==> src/rtl/lcd_reader.sv <==
// HD44780 4-bit read engine: busy-flag/address reads (rs=0) or data reads (rs=1),
// with optional busy-flag polling for the writer side.
// Ports: clk/rst; req_valid/req_rs/req_poll/req_ready request side;
//        rd_valid/rd_data/timeout result side; lcd_rs/lcd_rw/lcd_en pins,
//        lcd_d_in pad inputs {d7,d6,d5,d4}, lcd_d_oe pad output-enable.
module lcd_reader #(
    parameter int T_AS     = 4,
    parameter int T_PW     = 24,
    parameter int T_GAP    = 50,
    parameter int POLL_MAX = 4096
) (
    input  logic       clk,
    input  logic       rst,
    input  logic       req_valid,
    input  logic       req_rs,
    input  logic       req_poll,
    output logic       req_ready,
    output logic       rd_valid,
    output logic [7:0] rd_data,
    output logic       timeout,
    output logic       lcd_rs,
    output logic       lcd_rw,
    output logic       lcd_en,
    input  logic [3:0] lcd_d_in,
    output logic       lcd_d_oe
);

    typedef enum logic [2:0] {
        IDLE,
        SETUP,
        HI1,
        LO1,
        HI2,
        LO2
    } state_t;

    localparam logic [15:0] AS_L  = 16'(T_AS - 1);
    localparam logic [15:0] PW_L  = 16'(T_PW - 1);
    localparam logic [15:0] GAP_L = 16'(T_GAP - 1);
    localparam logic [15:0] PMAX  = 16'(POLL_MAX);

    state_t      state;
    state_t      state_n;
    logic [15:0] tcnt;
    logic [15:0] tcnt_n;
    logic [15:0] pcnt;
    logic [15:0] pcnt_inc;
    logic        rs_q;
    logic        poll_q;
    logic        accept;
    logic        cap_hi;
    logic        cap_lo;
    logic        byte_end;
    logic        finish;
    logic        again;
    logic        tmo;

    // Poll count saturates rather than wrapping.
    assign pcnt_inc = (pcnt == 16'hFFFF) ? pcnt : pcnt + 16'd1;

    // BF (bit 7) was captured at the end of HI1, so it is valid here.
    assign again = poll_q & rd_data[7] & (pcnt_inc < PMAX);
    assign tmo   = poll_q & rd_data[7] & (pcnt_inc == PMAX);

    always_comb begin
        state_n   = state;
        tcnt_n    = tcnt + 16'd1;
        accept    = 1'b0;
        cap_hi    = 1'b0;
        cap_lo    = 1'b0;
        byte_end  = 1'b0;
        finish    = 1'b0;
        req_ready = 1'b0;
        lcd_rs    = rs_q;
        lcd_rw    = 1'b1;
        lcd_en    = 1'b0;
        lcd_d_oe  = 1'b0;
        unique case (state)
            IDLE: begin
                req_ready = 1'b1;
                lcd_rs    = 1'b0;
                lcd_rw    = 1'b0;
                lcd_d_oe  = 1'b1;
                tcnt_n    = 16'd0;
                if (req_valid) begin
                    accept  = 1'b1;
                    state_n = SETUP;
                end
            end
            SETUP: begin
                if (tcnt == AS_L) begin
                    state_n = HI1;
                    tcnt_n  = 16'd0;
                end
            end
            HI1: begin
                lcd_en = 1'b1;
                if (tcnt == PW_L) begin
                    cap_hi  = 1'b1;
                    state_n = LO1;
                    tcnt_n  = 16'd0;
                end
            end
            LO1: begin
                if (tcnt == GAP_L) begin
                    state_n = HI2;
                    tcnt_n  = 16'd0;
                end
            end
            HI2: begin
                lcd_en = 1'b1;
                if (tcnt == PW_L) begin
                    cap_lo  = 1'b1;
                    state_n = LO2;
                    tcnt_n  = 16'd0;
                end
            end
            LO2: begin
                if (tcnt == GAP_L) begin
                    byte_end = 1'b1;
                    tcnt_n   = 16'd0;
                    if (again) begin
                        state_n = HI1;
                    end else begin
                        finish  = 1'b1;
                        state_n = IDLE;
                    end
                end
            end
            default: begin
                state_n = IDLE;
            end
        endcase
    end

    always_ff @(posedge clk) begin
        if (rst) begin
            state    <= IDLE;
            tcnt     <= 16'd0;
            pcnt     <= 16'd0;
            rs_q     <= 1'b0;
            poll_q   <= 1'b0;
            rd_data  <= 8'h00;
            rd_valid <= 1'b0;
            timeout  <= 1'b0;
        end else begin
            state    <= state_n;
            tcnt     <= tcnt_n;
            rd_valid <= finish;
            timeout  <= finish & tmo;
            if (accept) begin
                rs_q   <= req_rs;
                poll_q <= req_poll & ~req_rs;
                pcnt   <= 16'd0;
            end
            if (byte_end) begin
                pcnt <= pcnt_inc;
            end
            if (cap_hi) begin
                rd_data[7:4] <= lcd_d_in;
            end
            if (cap_lo) begin
                rd_data[3:0] <= lcd_d_in;
            end
        end
    end

endmodule

==> config.mk <==
export PLATFORM = sky130hd
export DESIGN_NAME = lcd_reader
export DESIGN_NICKNAME = d
export VERILOG_FILES = /design/src/rtl/lcd_reader.sv
export SDC_FILE = /design/constraint.sdc
export NUM_CORES = 1
export LEC_CHECK = 0
export BUFFER_PORTS_ARGS = -buffer_cell sky130_fd_sc_hd__buf_2
export CELL_PAD_IN_SITES_DETAIL_PLACEMENT = 0
export CELL_PAD_IN_SITES_GLOBAL_PLACEMENT = 2
export CORE_MARGIN = 2
export CORE_UTILIZATION = 32
export CTS_CLUSTER_SIZE = 10
export DETAILED_ROUTE_END_ITERATION = 8
export GPL_TIMING_DRIVEN = 0
export PLACE_DENSITY = 0.75
export SYNTH_ARGS = -nofsm -noshare
export SYNTH_HDL_FRONTEND = slang
export SYNTH_SLANG_ARGS = --single-unit
==> constraint.sdc <==
create_clock -name clk -period 1.98 [get_ports clk]
set_input_delay 0.396 -clock clk [delete_from_list [all_inputs] [get_ports clk]]
set_output_delay 0.396 -clock clk [all_outputs]
set_load 0.01 [all_outputs]
==> results_dict.tcl, run 1 <==
set metrics [dict create \
    status "completed" \
    track_usage_pct 16.7 \
    synth_edf_count 0 \
    use_met1_pct 25.0 \
    finClkSkew_ps 5.99 \
    required_ps 1580 \
    die-area_um2 8880 \
    wl_per_cell_um 15.5 \
    tightest_slew_ps 637 \
    slowest_stage "dfxtp_1" \
    cp-start-kind "register" \
    cts_root_buf "clkbuf_8" \
    path_clk_slew_ps 90 \
    area_growth_pct 27.8 \
    reg2reg_slack_ps 70 \
    hold_class "input port to register" \
    synthMuxAreaShare_pct 7.11 \
    post-route-drc-count 0 \
    port_buffers 22 \
    start_util_pct 33.4 \
    critPathLaunch "state[2]" \
    synth_fa_ha_area_share_pct 1.44 \
    period_share_pct 96.7 \
    holdWs_ps 336 \
    path_buf_inv 2 \
    viasPerCell 5.35 \
    synth_warnings 0 \
    dr.pass1.iters 4 \
    cp_cell_sequence "clkbuf_4 -> nor2b_1 -> nor2_1 -> nor2_1 -> buf_2" \
    dpl_cell_area_um2 2850 \
    path_delay_family "simple AND/OR/NAND/NOR gates" \
    ir_worst_vdd_uv 335 \
    syn_inst 307 \
    worstSetupEndpointType "primary output" \
    drtAntennaViolNets 0 \
    place.gp.congestion 0.807 \
    worst_slack_ps 65.7 \
    clk_latency_ps 300 \
    crit_type "register to primary output" \
    io_pins 24 \
    synth.cell_area_um2 2610 \
    hpwl_mm 4.82 \
    r2r_start "pcnt[0]" \
    layout_commonest_cell "nor2_1" \
    grt_pass1_wl_mm 11.6 \
    final.min_clock_period_ps 1910 \
    core_area_um2 7810 \
    synth_top_family_by_area "simple AND/OR/NAND/NOR gates" \
    via_count 2445 \
    final_cell_mix "nor2_1, dfxtp_1, buf_2" \
    synth-seq-area-share_pct 36.1 \
    worstReg2RegEnd "timeout" \
    synth_compound_area_share_pct 13.3 \
    endpoint "lcd_en" \
    synth-seq-cells 47 \
    setup_viol 0 \
    netlist-cell-type-count 54 \
    drtIter0Drc 153 \
    diodes 0 \
    h-tree-depth 2 \
    maxSlewHeadroom_pct 57.5 \
    cts_buffer_depth 2 \
    grt_max_degree 15 \
    row_count 32 \
    layout.nets 366 \
    syn_nets 319 \
    groute.layer.met2.usage_pct 24.2 \
    maxCapViolations 0 \
    cts_made_buffers 5 \
    grt_overflow 0 \
    clkSinkCount 47 \
    hold_viol 0 \
    met3_usage_pct 2.65 \
    cp.depth 5 \
    drv_slew 0 \
    async_reset_ff_share_pct 0 \
    grt_pass1_vias 2208 \
    finalSetupTns_ps 0 \
    drive_gt1_share_pct 29.9 \
    leakagePower_nw 1.29 \
    max_freq_mhz 522 \
    place_ws_ps -570 \
    crit_top_cell "nor2_1" \
    reg2reg_depth 7 \
    fillerInstances 794 \
    busiest_layer "met1" \
    stdcell_area_um2 3330 \
    rsz0062_at_grt "yes" \
    antenna_found_initial 0 \
    hp-start "lcd_d_in[2]" \
    yosys.area_share.xor_xnor_pct 6.05 \
    cts_tree "built" \
    cp_max_fo 10 \
    avgSynthCellArea_um2 8.49 \
    die_h_um 94.2 \
    hold_buffers 0 \
    synthSimpleGateAreaFrac_pct 30.8 \
    drt_wl_total_mm 7.08 \
    ys.flop_type "dfxtp_1" \
    crit_arrival_ps 1520 \
    max_stage_delay_ps 330 \
    die_w_um 94.2 \
    p_per_area_nw_per_um2 535 \
    final_core_util_pct 42.7 \
]
-- area by class of cell --
cell class | count | area, um2 | share of cell area (%)
inverter | 8 | 30.0 | 0.902
clock buffer | 6 | 72.6 | 2.18
multi-input combinational | 234 | 1760 | 52.9
sequential | 47 | 957 | 28.7
timing repair buffer | 41 | 253 | 7.59
clock inverter | 2 | 12.5 | 0.376
tap | 102 | 128 | 3.83
buffer | 17 | 118 | 3.53
-- flip-flops by register name (all words and copies together) (netlist names) --
name / cells
pcnt: 16
tcnt: 16
rd_data: 8
state: 3
poll_q: 1
rd_valid: 1
rs_q: 1
timeout: 1
-- timing repair --
action,in CTS,in global routing
pin swaps,4,10
buffers inserted,8,11
setup endpoints to repair,32,17
gates resized for setup,26,25
-- cells in the mapped netlist (2+ instances only) --
library cell	n	share of area (%)
nor4_1	7	1.7
clkbuf_2	2	0.38
xor2_1	7	2.4
a311oi_1	3	1.0
nand4b_1	2	0.67
and4_1	3	1.0
or4_1	2	0.58
o31a_1	2	0.67
nor4_2	2	0.96
nand3_1	13	2.5
buf_1	2	0.29
ha_1	3	1.4
nor3b_1	2	0.58
nand4_1	13	3.1
dfxtp_1	47	36
and4b_1	2	0.77
a31oi_1	3	0.72
inv_1	8	1.2
buf_6	3	1.3
a211oi_1	6	1.7
xnor2_1	11	3.7
a21oi_1	15	2.9
nand2b_1	2	0.48
nand3_2	2	0.77
and3_1	10	2.4
nor4b_1	2	0.67
mux2i_1	14	5.4
o21ai_0	8	1.5
buf_2	7	1.3
nor3_1	12	2.3
nor2b_1	7	1.7
clkbuf_1	3	0.43
nand2_1	18	2.6
nor2_1	40	5.8
nor3_2	2	0.77
mux2_2	4	1.7
-- metal layers --
metal  up-vias  wire, um
met3         7       248
met5         -         0
met2        52      3080
li1       1216         -
met4         0        86
met1      1170      3660
-- power by group --
part           internal, mW  total [mW]  leakage (nW)  switching (mW)
Sequential            0.955       0.970         0.384          0.0144
Combinational        0.0858       0.221         0.859           0.135
Clock                 0.248       0.591        0.0412           0.344
Total                  1.29        1.78          1.29           0.493
-- worst reg2reg max path: cells and delay by family (launching register included) --
kind,cells,cell delay [ps]
AOI/OAI and AO/OA,1,210
adders and majority gates,1,160
buffers and inverters,1,150
DFF,1,390
and+or+nand+nor,4,880
-- logic make-up (layout without fill, tap and decap cells) --
group	count (synthesis)	in the layout
mux	18	18
fa+ha+maj	3	3
compound gates	49	49
xor+xnor	18	18
flops	47	47
buf+inv	26	74
simple gates	146	146
-- per-stage QoR --
| step | std cells | total power [mW] |
|---|---|---|
| 5_1_grt | 457 | 1.86 |
| 2_1_floorplan | 307 | 1.13 |
| 4_1_cts | 447 | 1.80 |
| 6_report | 457 | 1.78 |
| 3_3_place_gp | 431 | 1.20 |
| 3_5_place_dp | 431 | 1.20 |
-- worst min-delay path by stage --
stage	end	slack [ps]	depth (start not counted)
2_1_floorplan	tcnt[0]	430	1
3_3_place_gp	rs_q	440	2
3_5_place_dp	rs_q	440	2
4_1_cts	rd_data[6]	330	3
5_1_grt	rd_data[5]	340	3
6_report	rd_data[6]	340	3
(Power assumes the default switching activity.)
==> run 2, diff against run 1 <==
--- a/config.mk
+++ b/config.mk
@@ -9,11 +9,12 @@
 export CELL_PAD_IN_SITES_DETAIL_PLACEMENT = 0
 export CELL_PAD_IN_SITES_GLOBAL_PLACEMENT = 2
 export CORE_MARGIN = 2
-export CORE_UTILIZATION = 32
+export CORE_UTILIZATION = 36
 export CTS_CLUSTER_SIZE = 10
 export DETAILED_ROUTE_END_ITERATION = 8
 export GPL_TIMING_DRIVEN = 0
-export PLACE_DENSITY = 0.75
+export PLACE_DENSITY = 0.8
+export SLEW_MARGIN = 20
 export SYNTH_ARGS = -nofsm -noshare
 export SYNTH_HDL_FRONTEND = slang
 export SYNTH_SLANG_ARGS = --single-unit
==> constraint.sdc (replaced) <==
create_clock -name clk -period 2.2 [get_ports clk]
set_input_delay 0.44 -clock clk [delete_from_list [all_inputs] [get_ports clk]]
set_output_delay 0.44 -clock clk [all_outputs]
set_load 0.01 [all_outputs]
==> results_dict.tcl, run 2 (synthesis results as in run 1) <==
set metrics [dict create \
    status "completed" \
    cts_buffer_depth 2 \
    min_path_cells 3 \
    leakagePower_nw 1.17 \
    cp-start-kind "register" \
    hold_class "input port to register" \
    diodes 0 \
    track_usage_pct 17.6 \
    layout_commonest_cell "dfxtp_1" \
    die_h_um 89.1 \
    top_regs "pcnt (16), tcnt (16), rd_data (8)" \
    drt_wl_total_mm 6.70 \
    worstSetupEndpointType "register" \
    maxCapViolations 0 \
    hpwl_mm 4.69 \
    clkSinkCount 47 \
    required_ps 2400 \
    dpl_cell_area_um2 2840 \
    multi_input_comb_area_um2 1650 \
    max_freq_mhz 485 \
    row_count 31 \
    crit_arrival_ps 2260 \
    hold_viol 0 \
    grt_pass1_vias 2123 \
    drive_gt1_share_pct 23.3 \
    power_frac_comb_pct 11.8 \
    cts_made_buffers 5 \
    die-area_um2 7940 \
    grt_max_degree 16 \
    port_buffers 22 \
    finClkSkew_ps 7.79 \
    ir_worst_vdd_uv 294 \
    viasPerCell 5.39 \
    crit_type "register to register" \
    setup_viol 0 \
    power_frac_seq_pct 52.9 \
    worst_slack_ps 139 \
    cts_tree "built" \
    start_util_pct 36.5 \
    p_per_area_nw_per_um2 527 \
    place_ws_ps -477 \
    power.switching_mw 0.451 \
    dr.pass1.iters 4 \
    p_int_mw 1.19 \
    via_count 2383 \
    h-tree-depth 2 \
    final.min_clock_period_ps 2060 \
    post-route-drc-count 0 \
    grt_overflow 0 \
    die_w_um 89.1 \
    period_share_pct 93.7 \
    stdcell_area_um2 3110 \
    tightest_slew_ps 580 \
    drtAntennaViolNets 0 \
    wl_per_cell_um 15.2 \
    holdWs_ps 368 \
    clk_latency_ps 310 \
    maxSlewHeadroom_pct 61.3 \
    layout.nets 354 \
    area_growth_pct 19.3 \
    reg2reg_depth 6 \
    drv_slew 0 \
    hold_buffers 0 \
    final_cell_mix "dfxtp_1, nor2_1, buf_2" \
    cp_max_fo 9 \
    cts_root_buf "clkbuf_8" \
    antenna_found_initial 0 \
    rsz0062_at_grt "no" \
    clock_power_share_pct 35.3 \
    drtIter0Drc 141 \
    seq_area_um2 947 \
    fillerInstances 764 \
    grt_pass1_wl_mm 10.9 \
    core_area_um2 7140 \
    finalPower_mw 1.64 \
    path_clk_slew_ps 100 \
    place.gp.congestion 0.764 \
    p_sw_share_pct 27.5 \
    io_pins 24 \
]
## run 2: cell types whose count changed in the layout (fill, tap and decap cells not counted), sizes merged
cell    delta
clkbuf     -1
buf       -11
## run 2: layer usage
metal	track usage, %	up-vias	wire, um
li1	-	1188	-
met1	27.0	1127	3290
met2	25.3	61	2960
met3	3.14	7	362
met4	4.21	0	87
met5	0	-	0
## run 2: path summary, 6_finish.rpt
kind	start	slack, ps	endpoint
worst max-delay path	pcnt[1]	140	timeout
worst min-delay path	lcd_d_in[1]	370	rd_data[1]
worst max register to register	pcnt[1]	140	timeout
worst min register to register	rs_q	470	rs_q
## run 2: area by class of cell
cell class	instances	area share, %
multi-input combinational	234	53.1
sequential	47	30.5
timing repair buffer	28	4.99
tap	99	3.98
buffer	18	3.38
clock buffer	6	2.65
inverter	8	0.965
clock inverter	2	0.523
## run 2: repair_timing
| action | CTS | global route |
|---|---|---|
| endpoints found under the hold margin | 0 | 0 |
| buffers inserted | 0 | 6 |
| gates resized for setup | 11 | 12 |
| endpoints found under the setup margin | 13 | 24 |
| pin swaps | 0 | 3 |
## run 2: worst max-delay path: stages (launching register included)
cell and delay (ps):
dfxtp_2 410, ha_4 200, nand3_4 170, nor4_4 380
mux2i_1 290, nand3_1 140, nor4_2 360
## run 2: power groups by stage
stage	Combinational (mW)	Sequential, mW	Clock [mW]
after global routing	0.215	0.869	0.633
after global placement	0.191	0.888	0
after CTS	0.194	0.869	0.595
after floorplan	0.130	0.887	0
after detailed placement	0.192	0.888	0
final	0.193	0.867	0.579
## run 2: stage by stage
step           util, %  setup TNS [ps]  cells
6_report          43.6               0    442
5_1_grt           43.6               0    442
4_1_cts           42.1               0    436
3_5_place_dp      39.8           -4070    428
3_3_place_gp      39.8           -4440    428
2_1_floorplan        -               0    307
